===== src/rtl/run_controller_if.sv =====
// Memory read port and dump stream port of the run controller.
// master = run_controller side, slave = memory / dump consumer side.
interface run_controller_if #(
  parameter int unsigned ADDR_WIDTH = 8,
  parameter int unsigned DATA_WIDTH = 32
);
  logic                  mem_rd;
  logic [ADDR_WIDTH-1:0] mem_addr;
  logic [DATA_WIDTH-1:0] mem_rdata;
  logic                  dump_valid;
  logic                  dump_ready;
  logic [DATA_WIDTH-1:0] dump_data;
  logic [ADDR_WIDTH-1:0] dump_addr;
  logic                  dump_last;

  modport master (
    output mem_rd, mem_addr, dump_valid, dump_data, dump_addr, dump_last,
    input  mem_rdata, dump_ready
  );

  modport slave (
    input  mem_rd, mem_addr, dump_valid, dump_data, dump_addr, dump_last,
    output mem_rdata, dump_ready
  );
endinterface


===== src/rtl/run_controller.sv =====
// Run-control and memory-dump sequencer: holds the CPU in reset for a boot
// window, runs it until leds[0] rises or the watchdog expires, then freezes
// the CPU and streams the first DUMP_WORDS data-memory words out.
module run_controller #(
  parameter int unsigned ADDR_WIDTH  = 8,
  parameter int unsigned DATA_WIDTH  = 32,
  parameter int unsigned DUMP_WORDS  = 256,
  parameter int unsigned BOOT_CYCLES = 4,
  parameter int unsigned TIMEOUT     = 100000
) (
  input  logic        clk,
  input  logic        reset,
  input  logic        start,
  input  logic        done_in,
  output logic        cpu_reset,
  output logic        busy,
  output logic        finished,
  output logic        timed_out,
  output logic [31:0] cycle_count,
  run_controller_if.master bus
);

  typedef enum logic [2:0] {
    IDLE,
    HOLD,
    RUN,
    DUMP_REQ,
    DUMP_WAIT,
    DUMP_OUT,
    DONE
  } state_t;

  localparam logic [ADDR_WIDTH-1:0] LAST_IDX  = ADDR_WIDTH'(DUMP_WORDS - 1);
  localparam logic [31:0]           HOLD_LAST = 32'(BOOT_CYCLES - 1);
  localparam logic [31:0]           WDOG_LAST = 32'(TIMEOUT - 1);

  state_t                state;
  logic                  done_prev;
  logic [31:0]           hold_cnt;
  logic [ADDR_WIDTH-1:0] idx;
  logic                  done_edge;
  logic                  wdog_hit;

  assign done_edge = done_in & ~done_prev;
  assign wdog_hit  = (TIMEOUT != 0) && (cycle_count == WDOG_LAST);

  // Stream handshake flags decoded from state/idx only, no input paths.
  assign bus.dump_valid = (state == DUMP_OUT);
  assign bus.dump_last  = (state == DUMP_OUT) && (idx == LAST_IDX);

  // Sequencer FSM; every other output is registered alongside the transitions.
  always_ff @(posedge clk or posedge reset) begin
    if (reset) begin
      state         <= IDLE;
      done_prev     <= 1'b0;
      hold_cnt      <= '0;
      idx           <= '0;
      cpu_reset     <= 1'b1;
      busy          <= 1'b0;
      finished      <= 1'b0;
      timed_out     <= 1'b0;
      cycle_count   <= '0;
      bus.mem_rd    <= 1'b0;
      bus.mem_addr  <= '0;
      bus.dump_data <= '0;
      bus.dump_addr <= '0;
    end else begin
      done_prev <= done_in;
      case (state)
        IDLE, DONE: begin
          if (start) begin
            state       <= HOLD;
            busy        <= 1'b1;
            finished    <= 1'b0;
            timed_out   <= 1'b0;
            cycle_count <= '0;
            hold_cnt    <= '0;
          end
        end
        HOLD: begin
          if (hold_cnt == HOLD_LAST) begin
            state     <= RUN;
            cpu_reset <= 1'b0;
          end else begin
            hold_cnt <= hold_cnt + 32'd1;
          end
        end
        RUN: begin
          if (cycle_count != '1) begin
            cycle_count <= cycle_count + 32'd1;
          end
          // A done edge in the same cycle as the watchdog takes priority.
          if (done_edge || wdog_hit) begin
            state        <= DUMP_REQ;
            cpu_reset    <= 1'b1;
            timed_out    <= ~done_edge;
            idx          <= '0;
            bus.mem_rd   <= 1'b1;
            bus.mem_addr <= '0;
          end
        end
        DUMP_REQ: begin
          bus.mem_rd <= 1'b0;
          state      <= DUMP_WAIT;
        end
        DUMP_WAIT: begin
          bus.dump_data <= bus.mem_rdata;
          bus.dump_addr <= idx;
          state         <= DUMP_OUT;
        end
        DUMP_OUT: begin
          if (bus.dump_ready) begin
            if (idx == LAST_IDX) begin
              state    <= DONE;
              busy     <= 1'b0;
              finished <= 1'b1;
            end else begin
              idx          <= idx + 1'b1;
              bus.mem_addr <= idx + 1'b1;
              bus.mem_rd   <= 1'b1;
              state        <= DUMP_REQ;
            end
          end
        end
        default: state <= IDLE;
      endcase
    end
  end

endmodule


===== src/flat_wrapper.sv =====
// flat-port wrapper written by rule: the top's interface ports become plain ports
module run_controller_flat 
#(
  parameter int unsigned ADDR_WIDTH  = 8,
  parameter int unsigned DATA_WIDTH  = 32,
  parameter int unsigned DUMP_WORDS  = 256,
  parameter int unsigned BOOT_CYCLES = 4,
  parameter int unsigned TIMEOUT     = 100000
)
  (clk, reset, start, done_in, cpu_reset, busy, finished, timed_out, cycle_count, bus_mem_rd, bus_mem_addr, bus_dump_valid, bus_dump_data, bus_dump_addr, bus_dump_last, bus_mem_rdata, bus_dump_ready);
  run_controller_if #(.ADDR_WIDTH(ADDR_WIDTH), .DATA_WIDTH(DATA_WIDTH)) bus_i ();
  input  logic clk;
  input  logic reset;
  input  logic start;
  input  logic done_in;
  output logic cpu_reset;
  output logic busy;
  output logic finished;
  output logic timed_out;
  output logic [31:0] cycle_count;
  output wire logic [$bits(bus_i.mem_rd)-1:0] bus_mem_rd;
  output wire logic [$bits(bus_i.mem_addr)-1:0] bus_mem_addr;
  output wire logic [$bits(bus_i.dump_valid)-1:0] bus_dump_valid;
  output wire logic [$bits(bus_i.dump_data)-1:0] bus_dump_data;
  output wire logic [$bits(bus_i.dump_addr)-1:0] bus_dump_addr;
  output wire logic [$bits(bus_i.dump_last)-1:0] bus_dump_last;
  input wire logic [$bits(bus_i.mem_rdata)-1:0] bus_mem_rdata;
  input wire logic [$bits(bus_i.dump_ready)-1:0] bus_dump_ready;
  assign bus_mem_rd = bus_i.mem_rd;
  assign bus_mem_addr = bus_i.mem_addr;
  assign bus_dump_valid = bus_i.dump_valid;
  assign bus_dump_data = bus_i.dump_data;
  assign bus_dump_addr = bus_i.dump_addr;
  assign bus_dump_last = bus_i.dump_last;
  assign bus_i.mem_rdata = bus_mem_rdata;
  assign bus_i.dump_ready = bus_dump_ready;
  run_controller #(.ADDR_WIDTH(ADDR_WIDTH), .DATA_WIDTH(DATA_WIDTH), .DUMP_WORDS(DUMP_WORDS), .BOOT_CYCLES(BOOT_CYCLES), .TIMEOUT(TIMEOUT)) u_core (.clk(clk), .reset(reset), .start(start), .done_in(done_in), .cpu_reset(cpu_reset), .busy(busy), .finished(finished), .timed_out(timed_out), .cycle_count(cycle_count), .bus(bus_i));
endmodule

===== config.mk =====
export PLATFORM = sky130hd
export DESIGN_NAME = run_controller_flat
export DESIGN_NICKNAME = d
export VERILOG_FILES = /design/src/rtl/run_controller_if.sv /design/src/rtl/run_controller.sv /design/src/flat_wrapper.sv
export SDC_FILE = /design/constraint.sdc
export NUM_CORES = 1
export LEC_CHECK = 0
export BUFFER_PORTS_ARGS = -buffer_cell sky130_fd_sc_hd__buf_4
export CAP_MARGIN = 5
export CORE_AREA = 2 2 137 99
export DETAILED_ROUTE_END_ITERATION = 12
export DIE_AREA = 0 0 139 101
export GPL_ROUTABILITY_DRIVEN = 1
export PLACE_DENSITY_LB_ADDON = 0.05
export SETUP_SLACK_MARGIN = 0.15
export SYNTH_ARGS = -nofsm -noshare
export SYNTH_HDL_FRONTEND = slang
export SYNTH_SLANG_ARGS = --single-unit
export TNS_END_PERCENT = 20

===== constraint.sdc =====
create_clock -name clk -period 4.2 [get_ports clk]
set_input_delay 0.84 -clock clk [delete_from_list [all_inputs] [get_ports clk]]
set_output_delay 0.84 -clock clk [all_outputs]
set_load 0.01 [all_outputs]

# Yosys cells after proc, flatten, opt, wreduce, memory -nomap -nowiden
# Index checks and enable logic that the tools add are counted.
# word_totals
ff_bits	121
in_bits	37
out_inout_bits	87
elab_cells	85
# op_classes
add_sub_neg	3
eq_ne	18
n_mux	31
n_bitwise	3
n_reduce_logical	18
# ops
op	count
$pmux 32 s2	2
$mux 32	3
$add 32x1->32 const B	2
$eq 32x17->1 const B	1
$eq 32x2->1 const B	1
$ne 32x32->1 const B	1
$mux 8	3
$pmux 3 s6	1
$pmux 8 s2	1
$reduce_and 4->1	4
$mux 3	5
$reduce_and 3->1	4
$mux 1	11
$ne 2x1->1 const B	5
$reduce_bool 2->1	5
$eq 3x3->1 const B	3
$add 8x1->8 const B	1
$eq 8x8->1 const B	1
$pmux 1 s2	4
$eq 3x2->1 const B	2
$ne 2x2->1 const B	3
$eq 3x1->1 const B	1
$logic_not 3->1	1
$pmux 1 s3	1
6 further kinds	7

# Longest topological paths before layout
# Gate-level depths: netlist of run 1.
# logic_depth
depth_word	5
depth_mapped	9
depth_no_buf	6

# Worst setup path after synthesis of run 1
# Ideal clock, no wire load.
# synth_path
kind	flip-flop to output port
startpoint	register u_core.idx[0]
endpoint	output port bus_dump_last
arrival_time_ps	1411
required_ps	3360
slack_ps	1949
path_stages_with_launch	5
n_path_buf	0
cell_sequence	dfrtp_1 ha_1 nand3_1 or3_1 nor2_1
# synth_via
elab_chain_len	2
# synth_lines
element	line	source
from (decl)	run_controller.sv:40	logic [ADDR_WIDTH-1:0] idx;
from (signal assigned)	run_controller.sv:118	idx <= idx + 1'b1;
$eq 8x8->1	run_controller.sv:49	assign bus.dump_last = (state == DUMP_OUT) && (idx == LAST_IDX);
$logic_and 1x1->1	run_controller.sv:49	
to (decl)	flat_wrapper.sv:26	output wire logic [$bits(bus_i.dump_last)-1:0] bus_dump_last;
# No other way between the ends.

# Worst setup path after layout of run 1
# Ends and elaborated chain as after synthesis.

==> results of run 1 <==
[synthesized netlist by cell type (4+ instances only)]
cell type and number:
o21ai_0 24, nand3_1 38, xnor2_1 4, mux2_2 40
nor4b_1 4, o31ai_1 7, or4_1 5, nor3_1 19
nand2_1 57, o211ai_1 5, and2_1 5, clkbuf_1 14
buf_2 9, and4_1 14, a2bb2oi_1 4, nand4_1 20
a41oi_1 5, a211o_1 9, nor4_1 14, a21oi_1 25
a31oi_1 25, nor3b_1 4, a21boi_0 4, or3_1 5
a21o_1 8, inv_1 16, a22o_1 8, nor2_1 32
o21a_1 5, and3_1 17, dfrtp_1 120
[critical path: stages (launching register included)]
cell,delay (ns)
dfrtp_1,0.42
ha_1,0.22
nand3_1,0.14
or3_1,0.46
nor2_1,0.24
buf_4,0.18
[registers in the layout (all words and copies together), names as in the netlist]
name,flops
u_core.bus.dump_data,32
u_core.busy,1
u_core.bus.mem_rd,1
u_core.cycle_count,32
u_core.timed_out,1
u_core.cpu_reset,1
u_core.state,3
u_core.finished,1
u_core.bus.dump_addr,8
u_core.done_prev,1
u_core.idx,8
u_core.hold_cnt,32
[per-layer routing]
| metal | global-route usage (%) | vias to the layer above |
|---|---|---|
| li1 | - | 2617 |
| met1 | 36.0 | 2738 |
| met2 | 37.5 | 246 |
| met3 | 7.79 | 16 |
| met4 | 5.67 | 0 |
| met5 | 0 | - |
[cells by family (layout without fill, tap and decap cells)]
| logic type | count (synthesis) | count (layout) | synth area share, % |
|---|---|---|---|
| compound gates | 157 | 157 | 17.5 |
| xor+xnor | 6 | 6 | 0.843 |
| fa+ha+maj | 3 | 3 | 0.602 |
| buf+inv | 46 | 175 | 3.15 |
| flops | 121 | 121 | 48.6 |
| mux | 43 | 43 | 7.70 |
| simple gates | 246 | 246 | 21.6 |
[where the power goes]
group	switching, uW	internal [uW]
logic	964	800
registers	382	1510
clock network	564	1020
[stage by stage]
step                instance area [um2]  hold slack [ns]  utilization (%)
detailed placement                 7300            0.469             57.1
global placement                   7300            0.469             57.1
finish                             7930            0.486             62.0
CTS                                7930            0.487             62.0
global route                       7930            0.517             62.0
floorplan                          6240            0.488                -
[area by class of cell]
| type | count | area, um2 |
|---|---|---|
| Fill cell | 1092 | 4850 |
| Multi-Input combinational cell | 455 | 3040 |
| Sequential cell | 121 | 3030 |
| Timing Repair Buffer | 126 | 958 |
| Clock buffer | 19 | 443 |
| Tap cell | 166 | 208 |
| Clock inverter | 13 | 193 |
| Inverter | 17 | 67.6 |
[worst max-delay path by stage]
stage	cells after the start	slack (ns)	start	end
global route	5	1.11	u_core.idx[0]	bus_dump_last
CTS	5	1.29	u_core.idx[0]	bus_dump_last
global placement	6	1.56	u_core.cycle_count[0]	u_core.cycle_count[10]
detailed placement	6	1.44	u_core.cycle_count[1]	u_core.cycle_count[12]
floorplan	1	1.88	reset	u_core.bus.dump_addr[0]
finish	5	1.29	u_core.idx[0]	bus_dump_last
==> results.json, run 1 <==
{
  "synth_area_leaders": "dfrtp_1 (48%), mux2_2 (7.2%), nand2_1 (3.4%), nand3_1 (3.0%), a31oi_1 (2.5%)",
  "root_buffer": "clkbuf_16",
  "synth_top_flop_cell": "dfrtp_1",
  "synthDistinctLibCells": 65,
  "wl_met2_um": 7520,
  "syn-instance-count": 622,
  "worst_slew_pin_slew_ns": 1.12,
  "dp_hpwl_um": 11600,
  "cts_tree": "built",
  "drive_above_1_share_pct": 28.1,
  "wl_per_cell_um": 18.8,
  "tns_ns": 0,
  "cts_hold_buffers": 0,
  "numCtsBuffers": 17,
  "leakagePower_uw": 0.00363,
  "stdcell_count": 917,
  "period_minus_slack_ns": 2.91,
  "rsz0062_at_grt": "no",
  "yosys_warnings": 0,
  "met1Wirelength_um": 8010,
  "critPathKind": "flop to primary output",
  "worstSetupStartpointType": "flop",
  "rr_startpoint": "u_core.cycle_count[1]",
  "fin_nets": 778,
  "gp_congestion": 0.870,
  "drtIter0Drc": 475,
  "yosysTopAreaCell": "dfrtp_1",
  "ios": 124,
  "worst-r2r-setup-slack_ns": 1.38,
  "crit_path_end_kind": "primary output",
  "grt_overflow": 0,
  "syn-cell-area_um2": 6240,
  "final_cell_mix": "buf_4 (125), dfrtp_1 (120), nand2_1 (57)",
  "fmax_mhz": 344,
  "cts_repair_resize_count": 0,
  "portBuffers": 123,
  "cts_setup_buffers": 0,
  "die-area_um2": 14000,
  "synth_seq_area_share_pct": 48.6,
  "r2r_cells": 6,
  "drv_cap": 0,
  "crit_required_ns": 3.36,
  "syn2layout_area_growth_pct": 27.2,
  "final.setup.worst_slack_ns": 1.29,
  "synth-async-reset-ratio_pct": 100,
  "fin_skew_ns": 0.0109,
  "insertion_delay_ns": 0.41,
  "worstHoldStart": "u_core.bus.mem_rd",
  "finalHoldViolCount": 0,
  "setup_viol": 0,
  "syn_nets": 662,
  "wl_met3_um": 1560,
  "h-tree-depth": 4,
  "fp.dieW_um": 139,
  "via_count": 5617,
  "hold_path.class": "flop to flop",
  "ir_drop_mv": 0.440,
  "clk_pin_slew_ns": 0.06,
  "postSynthAreaPerCell_um2": 10.0,
  "min_period_over_period_pct": 69.2,
  "reg2reg_to": "u_core.cycle_count[10]",
  "topRoutingLayerUsed": "met4",
  "die_h_um": 101,
  "detailedPlace.worstSlack_ns": 1.44,
  "clock_sinks": 121,
  "p_per_area_nw_per_um2": 660,
  "grt_pass1_wl_um": 28200,
  "first_pass_iters": 5,
  "core_area_um2": 12800,
  "rows": 35,
  "cts.path.max_buffers": 2,
  "drc": 0,
  "outcome": "finished, final reports clean",
  "total_power_uw": 5240,
  "ant_nets": 0,
  "viasPerCell": 6.13,
  "crit_fanout": 6,
  "yosysTopAreaCellShare_pct": 48.1,
  "holdPathStages": 2,
  "arrival_ns": 2.07,
  "track_usage_pct": 25.1,
  "hold_end": "u_core.bus.mem_rd",
  "grt_pass1_vias": 5386,
  "antenna_found_initial": 0,
  "synth-edff-count": 0,
  "diodes": 0,
  "grt_max_degree": 88,
  "start_util_pct": 48.8,
  "final_common_cell": "buf_4",
  "maxSlewHeadroom_pct": 25.1,
  "slew_violations": 0,
  "drt_wl_total_um": 17200,
  "yosys_register_bits": 121,
  "place_inst": 885
}
(Power assumes the default switching activity.)
==> run 2: changes to the inputs <==
Settings changed: ABC_AREA from default to 1.
Clock period 4.2 ns to 2.8 ns, I/O delays scaled along.
==> results.json, run 2 <==
{
  "outcome": "finished, final reports clean",
  "crit_fanout": 6,
  "viasPerCell": 5.23,
  "core_area_um2": 12800,
  "crit_required_ns": 2.24,
  "setup_viol": 0,
  "tns_ns": 0,
  "syn-cell-area_um2": 7100,
  "largestRegisters": "u_core.bus.dump_data: 32 flops, u_core.cycle_count: 32 flops, u_core.hold_cnt: 32 flops",
  "critPathKind": "flop to primary output",
  "yosysTopAreaCellShare_pct": 42.3,
  "rows": 35,
  "syn2layout_area_growth_pct": 23.5,
  "first_pass_iters": 5,
  "yosysTopAreaCell": "dfrtp_1",
  "final_cell_mix": "nand2_1 (328), buf_4 (131), nor2_1 (129)",
  "fmax_mhz": 395,
  "cts_repair_resize_count": 0,
  "synthDistinctLibCells": 40,
  "worst_slew_pin_slew_ns": 0.644,
  "drv_cap": 0,
  "yosys_register_bits": 121,
  "fin_nets": 1122,
  "slew_violations": 0,
  "drtIter0Drc": 672,
  "antenna_found_initial": 0,
  "leakagePower_uw": 0.00429,
  "track_usage_pct": 27.6,
  "worstSetupStartpointType": "flop",
  "drive_above_1_share_pct": 24.6,
  "synth-async-reset-ratio_pct": 100,
  "crit_path_end_kind": "primary output",
  "grt_pass1_vias": 6076,
  "hold_path.class": "input port to flop",
  "syn_nets": 988,
  "maxSlewHeadroom_pct": 57.1,
  "via_count": 6600,
  "syn-instance-count": 948,
  "grt_max_degree": 122,
  "arrival_ns": 1.97,
  "ir_drop_mv": 0.583,
  "multi_input_area_um2": 3650,
  "start_util_pct": 55.6,
  "rsz0062_at_grt": "no",
  "h-tree-depth": 4,
  "synth-edff-count": 0,
  "fp.dieW_um": 139,
  "cts_tree": "built",
  "cts.path.max_buffers": 2,
  "diodes": 0,
  "numCtsBuffers": 17,
  "final_common_cell": "nand2_1",
  "grt_overflow": 0,
  "p_per_area_nw_per_um2": 746,
  "root_buffer": "clkbuf_16",
  "portBuffers": 123,
  "die_h_um": 101,
  "period_minus_slack_ns": 2.53,
  "clk_pin_slew_ns": 0.07,
  "synth_area_leaders": "dfrtp_1 (42%), nand2_1 (17%), nor2_1 (6.8%), mux2_2 (5.5%), nand3_1 (5.4%)",
  "finalHoldViolCount": 0,
  "ant_nets": 0,
  "gp_congestion": 0.928,
  "holdWs_ns": 0.261,
  "wl_per_cell_um": 14.9,
  "yosys_warnings": 0,
  "postSynthAreaPerCell_um2": 7.49,
  "dp_hpwl_um": 13800,
  "yosysMostFrequentCell": "nand2_1",
  "die-area_um2": 14000,
  "register_area_um2": 3030,
  "clock_sinks": 121,
  "grt_pass1_wl_um": 30700,
  "drt_wl_total_um": 18800,
  "synth.top_cells.by_count": "nand2_1 (329), nor2_1 (129), dfrtp_1 (120), inv_1 (76), nand3_1 (76)",
  "fin_skew_ns": 0.00938,
  "min_period_over_period_pct": 90.4,
  "num-fill-cells": 1104,
  "ios": 124,
  "insertion_delay_ns": 0.42,
  "synth_seq_area_share_pct": 42.6,
  "synth_top_flop_cell": "dfrtp_1",
  "drc": 0
}
## run 2: timing repair
| action | CTS | global route |
|---|---|---|
| hold buffers | 0 | 0 |
| endpoints found under the setup margin | 0 | 1 |
| buffers inserted | 0 | 1 |
| hold endpoints to repair | 0 | 0 |
## run 2: worst paths after layout
check | startpoint | endpoint | slack (ns) | cells after the start
worst min-delay path | done_in | u_core.done_prev | 0.26 | 1
worst min register to register | u_core.cpu_reset | u_core.cpu_reset | 0.49 | 2
min in group asynchronous | reset | u_core.bus.dump_data[29] | 0.32 | 3
worst max-delay path | u_core.idx[0] | bus_dump_last | 0.27 | 7
max in group asynchronous | reset | u_core.cycle_count[25] | 2.00 | 3
worst max register to register | u_core.cycle_count[0] | u_core.cycle_count[17] | 0.75 | 10
## run 2: area by class of cell
| cell class | instances | share of cell area [%] |
|---|---|---|
| tap | 166 | 2.37 |
| clock buffer | 17 | 4.85 |
| multi-input combinational | 729 | 41.6 |
| inverter | 81 | 3.51 |
| sequential | 121 | 34.5 |
| timing repair buffer | 132 | 11.4 |
| clock inverter | 15 | 1.75 |
## run 2: critical path, cell delays in order (launching register included)
cell and delay, ns:
dfrtp_1 0.44, ha_1 0.20, nand2_1 0.09, nor2_2 0.18, nand4_1 0.15, or2_2 0.32
inv_1 0.06, buf_4 0.11
## run 2: where the power goes
group	switching (uW)	leakage, uW	internal [uW]
Sequential	216	0.00160	2080
Combinational	1230	0.00241	876
Clock	959	0.000279	1190
## run 2: through the flow
stage	utilization (%)	area [um2]	setup slack [ns]	cells	total power (uW)
global route	68.6	8780	0.154	1261	6890
finish	68.6	8780	0.268	1261	6540
floorplan	-	7110	0.757	948	3660
global placement	64.0	8190	0.745	1228	4400
detailed placement	64.0	8190	0.685	1228	4420
CTS	68.6	8770	0.209	1260	6590
## run 2: cell families after synthesis
group                    synth area share, %
multiplexers                            5.55
buffers and inverters                   6.04
AND/OR/NAND/NOR                         38.1
AO/OA/AOI/OAI                           4.83
flip-flops                              42.6
XOR/XNOR                                2.34
adder cells (fa/ha/maj)                0.528
## run 2: metal layers
metal  vias to the layer above  part of all wire (%)  GRT usage [%]
met5                         -                     0              0
met3                        14                   9.8           8.08
met4                         0                  0.92           6.68
li1                       3291                     -              -
met2                       270                    40           37.0
met1                      3025                    49           43.3
==> run 3: changes to the inputs <==
Settings changed: PLACE_DENSITY from default to 0.86, PLACE_DENSITY_LB_ADDON 0.05 to default, RECOVER_POWER from default to 100.
==> results.json, run 3 (synthesis results as in run 2) <==
{
  "place_inst": 1227,
  "crit_fanout": 6,
  "arrival_ns": 2.05,
  "ant_nets": 0,
  "wl_per_cell_um": 16.0,
  "fp.dieW_um": 139,
  "die_h_um": 101,
  "fmax_mhz": 384,
  "crit_required_ns": 2.24,
  "rr_startpoint": "u_core.cycle_count[0]",
  "worstSetupStartpointType": "flop",
  "maxSlewHeadroom_pct": 4.97,
  "cts_tree": "built",
  "p_per_area_nw_per_um2": 787,
  "crit_path_end_kind": "primary output",
  "syn2layout_area_growth_pct": 18.7,
  "viasPerCell": 5.49,
  "worst-r2r-setup-slack_ns": 0.32,
  "final_cell_mix": "nand2_1 (337), nor2_1 (130), dfrtp_1 (120)",
  "critPathLaunch": "u_core.idx[0]",
  "worst_slew_pin_slew_ns": 1.42,
  "leakagePower_uw": 0.00392,
  "clock_sinks": 121,
  "path_cells": "ha_1 > nand2_1 > nor2_4 > nand4_1 > or2_2 > inv_1 > buf_4",
  "numCtsBuffers": 17,
  "via_count": 6922,
  "diodes": 0,
  "ios": 124,
  "gp_congestion": 1.01,
  "drtIter0Drc": 644,
  "drv_cap": 0,
  "detailedPlace.worstSlack_ns": 0.703,
  "insertion_delay_ns": 0.43,
  "reg2reg_to": "u_core.cycle_count[30]",
  "fin_skew_ns": 0.0134,
  "min_period_over_period_pct": 93.0,
  "final.setup.worst_slack_ns": 0.195,
  "drc": 0,
  "largestRegisters": "u_core.bus.dump_data: 32 flops, u_core.cycle_count: 32 flops, u_core.hold_cnt: 32 flops",
  "rows": 35,
  "fin_util_pct": 66.0,
  "max_stage_delay_ns": 0.45,
  "first_pass_iters": 5,
  "fin_nets": 1121,
  "finalHoldViolCount": 0,
  "cts.path.max_buffers": 2,
  "slew_violations": 0,
  "final_common_cell": "nand2_1",
  "die-area_um2": 14000,
  "critPathKind": "flop to primary output",
  "dp_hpwl_um": 14700,
  "cts_hold_buffers": 0,
  "drive_above_1_share_pct": 15.0,
  "setup_viol": 0,
  "portBuffers": 123,
  "ir_drop_mv": 0.652,
  "track_usage_pct": 30.2,
  "grt_max_degree": 40,
  "grt_pass1_wl_um": 33300,
  "root_buffer": "clkbuf_16",
  "grt_overflow": 0,
  "clk_pin_slew_ns": 0.06,
  "outcome": "finished, final reports clean",
  "cpMaxStageDelayCell": "dfrtp_1",
  "crit_end": "bus_dump_last",
  "grt_pass1_vias": 6643,
  "tns_ns": 0,
  "rsz0062_at_grt": "no",
  "period_minus_slack_ns": 2.61,
  "drt_wl_total_um": 20100,
  "hold_path.class": "input port to flop",
  "h-tree-depth": 4,
  "core_area_um2": 12800,
  "antenna_found_initial": 0,
  "start_util_pct": 55.6,
  "r2r_cells": 9,
  "stdcell_count": 1260,
  "num-fill-cells": 1190
}
run 3: cell type report:
type | count | area [um2] | area share [%]
multi-input cells | 729 | 3570 | 42.4
inverters | 81 | 305 | 3.62
clock buffers | 18 | 429 | 5.09
flip-flops and latches | 121 | 3030 | 35.9
well taps | 166 | 208 | 2.46
repair buffers | 131 | 657 | 7.79
clock inverters | 14 | 233 | 2.76
run 3: critical path, delay by kind of cell, from the launching register on:
kind / cells / cell delay (ns)
flip-flops: 1 / 0.45
adder cells (fa/ha/maj): 1 / 0.22
buffers and inverters: 2 / 0.17
AND/OR/NAND/NOR: 4 / 0.79
run 3: how the worst min path moves through the flow:
stage                                  from                      end  cells after the start
CTS                                 done_in         u_core.done_prev                      1
floorplan                   u_core.state[2]          u_core.state[2]                      2
global route                        done_in         u_core.done_prev                      1
finish                              done_in         u_core.done_prev                      1
detailed placement         u_core.cpu_reset         u_core.cpu_reset                      2
global placement    u_core.bus.dump_addr[6]  u_core.bus.dump_addr[6]                      2
run 3: metal layers:
metal  share of wire (%)  global-route usage (%)
met2                  44                    47.6
met1                  43                    41.2
met5                   0                       0
met3                  12                    8.22
met4                 1.6                    9.09
run 3: where the power goes:
group / leakage, uW / total, uW / switching [uW] / internal, uW
Combinational: 0.00200 / 1830 / 1230 / 602
Sequential: 0.00160 / 2290 / 218 / 2080
Clock: 0.000321 / 2510 / 901 / 1610
run 3: what timing repair did:
| action | CTS | global route |
|---|---|---|
| setup endpoints to repair | 0 | 1 |
| setup buffers | 0 | 1 |
| resized for setup | 0 | 2 |
| endpoints found under the hold margin | 0 | 0 |
run 3: stage by stage:
step / total power (uW) / cell area (um2) / hold slack (ns)
after detailed placement: 4420 / 8190 / 0.480
after CTS: 6970 / 8860 / 0.248
final: 6640 / 8430 / 0.283
after floorplan: 3660 / 7110 / 0.462
after global routing: 6970 / 8430 / 0.267
after global placement: 4350 / 8190 / 0.471
